==> src/rtl/inst_seq_if.sv <==
// Control bus between the instruction sequencer, its instruction ROM and the
// ALU/register-file datapath.
interface inst_seq_if #(
  parameter int ADDR_W = 8
);
  logic              start;
  logic              pause;
  logic              imem_en;
  logic [ADDR_W-1:0] imem_addr;
  logic [15:0]       imem_rdata;
  logic [15:0]       regEnable;
  logic              flagEn;
  logic              RorI;
  logic [7:0]        opcode;
  logic [3:0]        Rsrc;
  logic [3:0]        Rdest;
  logic [15:0]       imm;
  logic              busy;
  logic              halted;
  logic              illegal;

  // The sequencer side: drives the ROM port and the datapath control bundle.
  modport master (
    input  start, pause, imem_rdata,
    output imem_en, imem_addr, regEnable, flagEn, RorI, opcode, Rsrc, Rdest,
           imm, busy, halted, illegal
  );

  // The environment side: ROM, datapath and whoever starts/pauses the program.
  modport slave (
    output start, pause, imem_rdata,
    input  imem_en, imem_addr, regEnable, flagEn, RorI, opcode, Rsrc, Rdest,
           imm, busy, halted, illegal
  );
endinterface

==> src/rtl/inst_sequencer.sv <==
// Fetch/decode/execute controller: issues one 16-bit instruction from a
// synchronous ROM every three cycles and drives the datapath control bundle.
// The interface instance must be built with the same ADDR_W as this module.
module inst_sequencer #(
  parameter int                ADDR_W     = 8,
  parameter logic [ADDR_W-1:0] START_ADDR = '0
) (
  input logic        clk,
  input logic        rst,
  inst_seq_if.master bus
);

  typedef enum logic [2:0] {
    S_IDLE, S_FETCH, S_DECODE, S_EXECUTE, S_PAUSED, S_HALTED
  } state_e;

  state_e            state_q, state_d;
  logic [ADDR_W-1:0] pc_q, pc_d;

  // The decoded-field flops are the instruction register: captured at the
  // DECODE->EXECUTE edge and held until the next instruction is decoded.
  logic [7:0]  opcode_q, opcode_d;
  logic [3:0]  rsrc_q, rsrc_d;
  logic [3:0]  rdest_q, rdest_d;
  logic [15:0] imm_q, imm_d;
  logic        rori_q, rori_d;
  logic        wr_q, wr_d;
  logic        flag_q, flag_d;
  logic        ill_q, ill_d;
  logic        halt_q, halt_d;

  logic [3:0]  hi, ext;
  logic [3:0]  dec_rsrc;
  logic [15:0] dec_imm;
  logic        dec_rori, dec_legal, dec_wr, dec_flag, dec_halt;

  // Combinational decode of the ROM word that is valid during DECODE.
  always_comb begin
    // NOTE: every signal gets a default first so no path leaves it unassigned
    // and no latch is inferred.
    hi        = bus.imem_rdata[15:12];
    ext       = bus.imem_rdata[7:4];
    dec_rsrc  = bus.imem_rdata[3:0];
    dec_imm   = 16'h0000;
    dec_rori  = 1'b0;
    dec_legal = 1'b0;
    dec_wr    = 1'b0;
    dec_flag  = 1'b0;
    dec_halt  = 1'b0;
    case (hi)
      4'h0: begin
        if (ext inside {4'h1, 4'h2, 4'h3, 4'h5, 4'h6, 4'h7, 4'h9, 4'hA, 4'hB, 4'hD, 4'hE}) begin
          dec_legal = 1'b1;
          dec_wr    = (ext != 4'hB);
          dec_flag  = ext inside {4'h5, 4'h7, 4'h9, 4'hA, 4'hB};
        end else if (bus.imem_rdata == 16'h0000) begin
          dec_legal = 1'b1;  // NOP: legal, no strobes
        end
      end
      4'h1, 4'h2, 4'h3, 4'hD: begin
        dec_legal = 1'b1;
        dec_wr    = 1'b1;
        dec_rori  = 1'b1;
        dec_rsrc  = 4'h0;
        dec_imm   = {8'h00, bus.imem_rdata[7:0]};
      end
      4'h5, 4'h6, 4'h7, 4'h9, 4'hA, 4'hB, 4'hE: begin
        dec_legal = 1'b1;
        dec_wr    = (hi != 4'hB);
        dec_flag  = hi inside {4'h5, 4'h7, 4'h9, 4'hA, 4'hB};
        dec_rori  = 1'b1;
        dec_rsrc  = 4'h0;
        dec_imm   = {{8{bus.imem_rdata[7]}}, bus.imem_rdata[7:0]};
      end
      4'h8: begin
        if (ext == 4'h8 || ext == 4'hF) begin
          dec_legal = 1'b1;
          dec_wr    = 1'b1;
        end else if (ext[3:2] == 2'b00) begin
          dec_legal = 1'b1;
          dec_wr    = 1'b1;
          dec_rori  = 1'b1;
          dec_rsrc  = 4'h0;
          dec_imm   = {{11{bus.imem_rdata[4]}}, bus.imem_rdata[4:0]};
        end
      end
      4'hF: begin
        dec_legal = 1'b1;
        dec_halt  = 1'b1;
      end
      default: ;  // 4 and C are undefined: illegal, executed as NOP
    endcase
  end

  // State register, PC and instruction fields.
  always_ff @(posedge clk or negedge rst) begin
    // NOTE: the asynchronous reset clears the state at once, so an instruction
    // in flight is aborted before any strobe can reach the datapath.
    if (!rst) begin
      state_q  <= S_IDLE;
      pc_q     <= START_ADDR;
      opcode_q <= '0;
      rsrc_q   <= '0;
      rdest_q  <= '0;
      imm_q    <= '0;
      rori_q   <= 1'b0;
      wr_q     <= 1'b0;
      flag_q   <= 1'b0;
      ill_q    <= 1'b0;
      halt_q   <= 1'b0;
    end else begin
      // NOTE: non-blocking assignments so every flop samples pre-edge values.
      state_q  <= state_d;
      pc_q     <= pc_d;
      opcode_q <= opcode_d;
      rsrc_q   <= rsrc_d;
      rdest_q  <= rdest_d;
      imm_q    <= imm_d;
      rori_q   <= rori_d;
      wr_q     <= wr_d;
      flag_q   <= flag_d;
      ill_q    <= ill_d;
      halt_q   <= halt_d;
    end
  end

  // Next-state, PC advance and field capture.
  always_comb begin
    state_d  = state_q;
    pc_d     = pc_q;
    opcode_d = opcode_q;
    rsrc_d   = rsrc_q;
    rdest_d  = rdest_q;
    imm_d    = imm_q;
    rori_d   = rori_q;
    wr_d     = wr_q;
    flag_d   = flag_q;
    ill_d    = ill_q;
    halt_d   = halt_q;
    case (state_q)
      S_IDLE, S_HALTED: begin
        if (bus.start) begin
          state_d = S_FETCH;
          pc_d    = START_ADDR;
        end
      end
      S_FETCH: state_d = S_DECODE;
      S_DECODE: begin
        state_d  = S_EXECUTE;
        opcode_d = {hi, ext};
        rsrc_d   = dec_rsrc;
        rdest_d  = bus.imem_rdata[11:8];
        imm_d    = dec_imm;
        rori_d   = dec_rori;
        wr_d     = dec_wr;
        flag_d   = dec_flag;
        ill_d    = ~dec_legal;
        halt_d   = dec_halt;
      end
      S_EXECUTE: begin
        pc_d = pc_q + 1'b1;  // wraps naturally at 2**ADDR_W
        if (halt_q)         state_d = S_HALTED;
        else if (bus.pause) state_d = S_PAUSED;
        else                state_d = S_FETCH;
      end
      S_PAUSED: if (!bus.pause) state_d = S_FETCH;
      default: state_d = S_IDLE;
    endcase
  end

  // Outputs: strobes only in EXECUTE, fields straight from the held flops.
  always_comb begin
    bus.imem_en   = (state_q == S_FETCH);
    bus.imem_addr = pc_q;
    bus.busy      = state_q inside {S_FETCH, S_DECODE, S_EXECUTE};
    bus.halted    = (state_q == S_HALTED);
    bus.regEnable = (state_q == S_EXECUTE && wr_q) ? (16'h0001 << rdest_q) : 16'h0000;
    bus.flagEn    = (state_q == S_EXECUTE) && flag_q;
    bus.illegal   = (state_q == S_EXECUTE) && ill_q;
    bus.opcode    = opcode_q;
    bus.Rsrc      = rsrc_q;
    bus.Rdest     = rdest_q;
    bus.imm       = imm_q;
    bus.RorI      = rori_q;
  end

endmodule
==> src/flat_wrapper.sv <==
// flat-port wrapper written by rule: the top's interface ports become plain ports
module inst_sequencer_flat 
#(
  parameter int                ADDR_W     = 8,
  parameter logic [ADDR_W-1:0] START_ADDR = '0
)
  (clk, rst, bus_start, bus_pause, bus_imem_rdata, bus_imem_en, bus_imem_addr, bus_regEnable, bus_flagEn, bus_RorI, bus_opcode, bus_Rsrc, bus_Rdest, bus_imm, bus_busy, bus_halted, bus_illegal);
  inst_seq_if #(.ADDR_W(ADDR_W)) bus_i ();
  input logic clk;
  input logic rst;
  input wire logic [$bits(bus_i.start)-1:0] bus_start;
  input wire logic [$bits(bus_i.pause)-1:0] bus_pause;
  input wire logic [$bits(bus_i.imem_rdata)-1:0] bus_imem_rdata;
  output wire logic [$bits(bus_i.imem_en)-1:0] bus_imem_en;
  output wire logic [$bits(bus_i.imem_addr)-1:0] bus_imem_addr;
  output wire logic [$bits(bus_i.regEnable)-1:0] bus_regEnable;
  output wire logic [$bits(bus_i.flagEn)-1:0] bus_flagEn;
  output wire logic [$bits(bus_i.RorI)-1:0] bus_RorI;
  output wire logic [$bits(bus_i.opcode)-1:0] bus_opcode;
  output wire logic [$bits(bus_i.Rsrc)-1:0] bus_Rsrc;
  output wire logic [$bits(bus_i.Rdest)-1:0] bus_Rdest;
  output wire logic [$bits(bus_i.imm)-1:0] bus_imm;
  output wire logic [$bits(bus_i.busy)-1:0] bus_busy;
  output wire logic [$bits(bus_i.halted)-1:0] bus_halted;
  output wire logic [$bits(bus_i.illegal)-1:0] bus_illegal;
  assign bus_i.start = bus_start;
  assign bus_i.pause = bus_pause;
  assign bus_i.imem_rdata = bus_imem_rdata;
  assign bus_imem_en = bus_i.imem_en;
  assign bus_imem_addr = bus_i.imem_addr;
  assign bus_regEnable = bus_i.regEnable;
  assign bus_flagEn = bus_i.flagEn;
  assign bus_RorI = bus_i.RorI;
  assign bus_opcode = bus_i.opcode;
  assign bus_Rsrc = bus_i.Rsrc;
  assign bus_Rdest = bus_i.Rdest;
  assign bus_imm = bus_i.imm;
  assign bus_busy = bus_i.busy;
  assign bus_halted = bus_i.halted;
  assign bus_illegal = bus_i.illegal;
  inst_sequencer #(.ADDR_W(ADDR_W), .START_ADDR(START_ADDR)) u_core (.clk(clk), .rst(rst), .bus(bus_i));
endmodule
==> config.mk <==
export PLATFORM = sky130hd
export DESIGN_NAME = inst_sequencer_flat
export DESIGN_NICKNAME = d
export VERILOG_FILES = /design/src/rtl/inst_seq_if.sv /design/src/rtl/inst_sequencer.sv /design/src/flat_wrapper.sv
export SDC_FILE = /design/constraint.sdc
export NUM_CORES = 1
export LEC_CHECK = 0
export ABC_AREA = 0
export BUFFER_PORTS_ARGS = -buffer_cell sky130_fd_sc_hd__buf_2
export CORE_UTILIZATION = 35
export CTS_CLUSTER_SIZE = 16
export DETAILED_ROUTE_END_ITERATION = 8
export PLACE_DENSITY = 0.69
export SKIP_LAST_GASP = 1
export SLEW_MARGIN = 20
export SYNTH_ARGS = -nofsm -noshare
export SYNTH_HDL_FRONTEND = slang
export SYNTH_SLANG_ARGS = --single-unit
==> constraint.sdc <==
create_clock -name clk -period 1.9 [get_ports clk]
set_input_delay 0.38 -clock clk [delete_from_list [all_inputs] [get_ports clk]]
set_output_delay 0.38 -clock clk [all_outputs]
set_load 0.02 [all_outputs]
* Word level (Yosys, flattened, before mapping)
Index checks and enable logic that the tools add are counted.
Storage, ports and cells: register bits 48, logic and storage cells 95
Cells by class: shift-type cells 1, bitwise operators 1, reduce and logical (&&, ||, !) cells 20, add/sub/neg operators 1, muxes and demuxes 26, equal/unequal tests 35
Operator list (number):
- equality test 4 bit (second input constant) | 14
- two-way mux 16 bit | 3
- one-hot mux 16 bit (3 select lines) | 1
- equality test 4 x 3 -> 1 bit (second input constant) | 6
- equality test 4 x 2 -> 1 bit (second input constant) | 4
- zero test 16 bit | 1
- one-hot mux 8 bit (2 select lines) | 1
- left shift 1 x 4 -> 16 bit (first input constant) | 1
- one-hot mux 3 bit (5 select lines) | 1
- two-way mux 3 bit | 4
- OR reduction 12 bit | 1
- nonzero test 11 bit | 1
- OR reduction 11 bit | 1
- nonzero test 5 bit | 2
- adder 8 x 1 -> 8 bit (second input constant) | 1
- equality test 4 x 1 -> 1 bit (second input constant) | 2
- two-way mux 1 bit | 8
- two-way mux 4 bit | 2
- two-way mux 8 bit | 1
- inequality test 4 bit (second input constant) | 2
- one-hot mux 4 bit (2 select lines) | 1
- OR reduction 7 bit | 1
- equality test 3 x 2 -> 1 bit (second input constant) | 2
- equality test 3 bit (second input constant) | 2
- 16 further kinds | 21

* Depth between registers and ports, before layout
depth in word-level cells 5, depth in mapped cells 7, gate-level depth less buffers 5

* Worst setup path before layout
OpenSTA, ideal clock, no wires.
path kind flip-flop to output port, from register u_core.state_q[2], to output bus_regEnable[2], arrival time 1494 ps, path buffers 0, cell stages (with the launch flop) 4, slack 26 ps, cell sequence dfrtp_1 > nand3b_2 > or4b_4 > nor2_1
Between the ends: longest elaborated chain between the ends 3
Ends and longest elaborated chain:
- start: declaration | RTL line inst_sequencer.sv:17 | state_e state_q, state_d;
- start signal: assignment | RTL line inst_sequencer.sv:113 | state_q <= state_d;
- equality test 3 x 2 -> 1 bit | RTL line inst_sequencer.sv:177 | bus.regEnable = (state_q == S_EXECUTE && wr_q) ? (16'h0001 << rdest_q) : 16'h0000;
- logical AND 1 bit | RTL line inst_sequencer.sv:177
- two-way mux 16 bit | RTL line inst_sequencer.sv:177
- end: declaration | RTL line flat_wrapper.sv:16 | output wire logic [$bits(bus_i.regEnable)-1:0] bus_regEnable;
Every way passes these cells.

* Worst setup path after layout
from register u_core.state_q[2], to output bus_regEnable[6]
Same word-level chain as after synthesis.

==> impl_metrics.yaml <==
worst_setup_path:
  crit_path_end_kind: "primary output"
  arrival_ps: 1720
  worstPathMaxFanout: 4
  reg2regPathDepth: 7
  crit_required_ps: 1520
  cp-start-kind: "flip-flop"
  path_class: "flip-flop to primary output"
sta:
  setup_viol: 17
  worstMarginPinSlew_ps: 537
  hold_viol: 0
  post-route-period-util_pct: 111
  slew_violations: 0
  rsz0062_at_grt: "yes"
  finalClockSkew_ps: 4.35
  fmaxAchievable_ghz: 0.476
  maxSlewHeadroom_pct: 64.2
  finalSetupTns_ps: -1630
  setup_slack_ps: -201
  period_minus_slack_ps: 2100
global_route:
  grt_max_degree: 42
  grt_use_met2_pct: 29.8
  antenna_found_initial: 0
  grt_usage_pct: 18.3
  use_met3_pct: 5.51
  overflow: 0
  grtUsageMet1_pct: 23.7
  grt_pass1_wl_um: 9070
  busiest_layer: "met2"
  grt_pass1_vias: 1863
power:
  power_leakage_nw: 1.48
  power_density_nw_per_um2: 1580
  ir_drop_uv: 659
drt:
  wl_um: 5720
  drtIter0Drc: 159
  ant_nets: 0
  vias_per_cell: 5.06
  wire_per_inst_um: 13.7
  first_pass_iters: 4
  drc: 0
  vias: 2108
status:
  status: "complete, but fails checks"
  failed_checks: "setup timing"
logic_synthesis:
  syn_inst: 261
  ys_ff_latch: 41
  yosysUniqueCellTypes: 51
  ys_seq_area_share_pct: 47.1
  syn_area_um2: 2180
  synth_area_leader_cell: "dfrtp_1"
  synth_top_area_share_pct: 47.1
  syn_area_per_cell_um2: 8.35
  synth_nets: 282
  synth_area_leaders: "dfrtp_1 47%, nand2_1 12%, nor2_1 4.3%"
  yosys_warnings: 0
layout:
  areaGrowthSynthToFinish_pct: 31.8
  layout_commonest_cell: "nand2_1"
  fin_nets: 362
  final_cell_area_um2: 2870
  stdcell_count: 417
  multi_input_area_um2: 1040
  insertedDiodeCount: 0
  final_cell_mix: "71 x nand2_1, 65 x buf_2, 41 x dfrtp_1, 25 x buf_4, 22 x nor2_1"
  seq_area_um2: 1030
  drive_above_1_share_pct: 35.1
  fill_cells: 567
clock_network:
  cts.path.max_buffers: 2
  ctsHoldBuffers: 0
  insertion_delay_ps: 300
  cts_root_buffer: "clkbuf_8"
  path_clk_slew_ps: 80
  cts_buffers: 5
  htreeDepth: 2
  cts_sinks: 41
  cts_tree: "done"
placed_design:
  post-dp-hpwl_um: 4060
  dpl_cell_area_um2: 2630
  gp_congestion: 0.824
  placed_cells: 404
  io_buffers: 81
floorplan:
  dieArea_um2: 6540
  core_um2: 5960
  ioPinCount: 82
  die_h_um: 80.9
  start_util_pct: 36.6
  die_w_um: 80.9
  rows: 28
flow_run:
  drv_cap: 0
worst_hold_path:
  hp-class: "input pin to asynchronous set/reset pin"
-- kinds of logic (layout without fill, tap and decap cells) --
group | count (synthesis) | in the layout | share of synthesized area (%)
AOI/OAI and AO/OA | 44 | 44 | 13.0
xor gates and xnor gates | 3 | 3 | 1.21
adders and majority gates | 1 | 1 | 0.574
buffers and inverters | 27 | 108 | 7.01
DFF | 41 | 41 | 47.1
muxes | 1 | 1 | 0.460
and+or+nand+nor | 144 | 144 | 30.7
-- synthesized netlist by cell type (all sizes together) --
library cell	instances
nand2	71
dfrtp	41
nor2	26
o21ai	19
buf	18
nand3	14
nor3	6
clkbuf	5
a21oi	4
a31oi	4
and2	4
inv	4
nand4	4
or2	4
a32o	2
and3	2
nand2b	2
nand4b	2
nor3b	2
nor4	2
o211ai	2
o21a	2
o31ai	2
xnor2	2
a221o	1
a221oi	1
a22o	1
a22oi	1
and3b	1
ha	1
mux2i	1
nand3b	1
nor2b	1
o2111ai	1
o211a	1
o22ai	1
o2bb2ai	1
o311ai	1
or3	1
or4b	1
xor2	1
-- critical path, cell delays in order (launching register included) --
cell,delay [ps]
dfrtp_1,400
nand3b_4,160
or4b_4,550
nor2_1,150
buf_4,160
-- where the power goes --
group / switching, W / leakage [nW] / internal [W]
clock: 0.000304 / 0.0542 / 0.000328
combinational: 0.00145 / 0.902 / 0.000926
sequential: 0.000300 / 0.522 / 0.00123
total: 0.00205 / 1.48 / 0.00249
-- per-stage QoR --
step | hold slack (ps) | utilization, % | power [W] | setup slack, ps
after CTS | 156 | 47.5 | 0.00450 | -148
final | 144 | 48.2 | 0.00454 | -201
after detailed placement | 457 | 44.1 | 0.00373 | 93.6
after global routing | 187 | 48.2 | 0.00487 | -234
after floorplan | 84.4 | - | 0.00303 | 26.1
after global placement | 455 | 44.1 | 0.00369 | 128
-- path summary, 6_finish.rpt --
kind	slack, ps	endpoint	start
hold reg to reg	470	u_core.bus.imem_addr[7]	u_core.bus.imem_addr[7]
setup / recovery	-200	bus_regEnable[6]	u_core.state_q[2]
max in group asynchronous	1390	u_core.bus.Rdest[3]	rst
setup reg to reg	130	u_core.bus.imm[7]	u_core.state_q[2]
hold / removal	140	u_core.bus.Rsrc[1]	rst
min in group clk	290	u_core.bus.Rdest[3]	bus_imem_rdata[11]
-- timing repair --
item | CTS | global route
resized for setup | 21 | 12
pin swaps | 10 | 4
endpoints found under the setup margin | 18 | 21
buffers inserted | 6 | 0
-- per-layer routing --
layer / vias up / wire [µm]
met3: 7 / 286
met2: 66 / 2820
li1: 1039 / -
met4: 0 / 68
met5: - / 0
met1: 996 / 2550
-- final cells by class --
class / instances / area share, %
clock inverter: 1 / 0.174
clock buffer: 7 / 3.36
tap: 75 / 3.27
sequential: 41 / 35.7
multi-input combinational: 193 / 36.3
inverter: 4 / 0.697
timing repair buffer: 96 / 20.5
-- state kept, by name, summed over array words and instances, names as in the netlist --
name / flops
u_core.bus.imm: 9
u_core.bus.imem_addr: 8
u_core.bus.opcode: 8
u_core.bus.Rdest: 4
u_core.bus.Rsrc: 4
u_core.state_q: 3
u_core.bus.RorI: 1
u_core.flag_q: 1
u_core.halt_q: 1
u_core.ill_q: 1
u_core.wr_q: 1
Power figures use the tool's default switching activity.
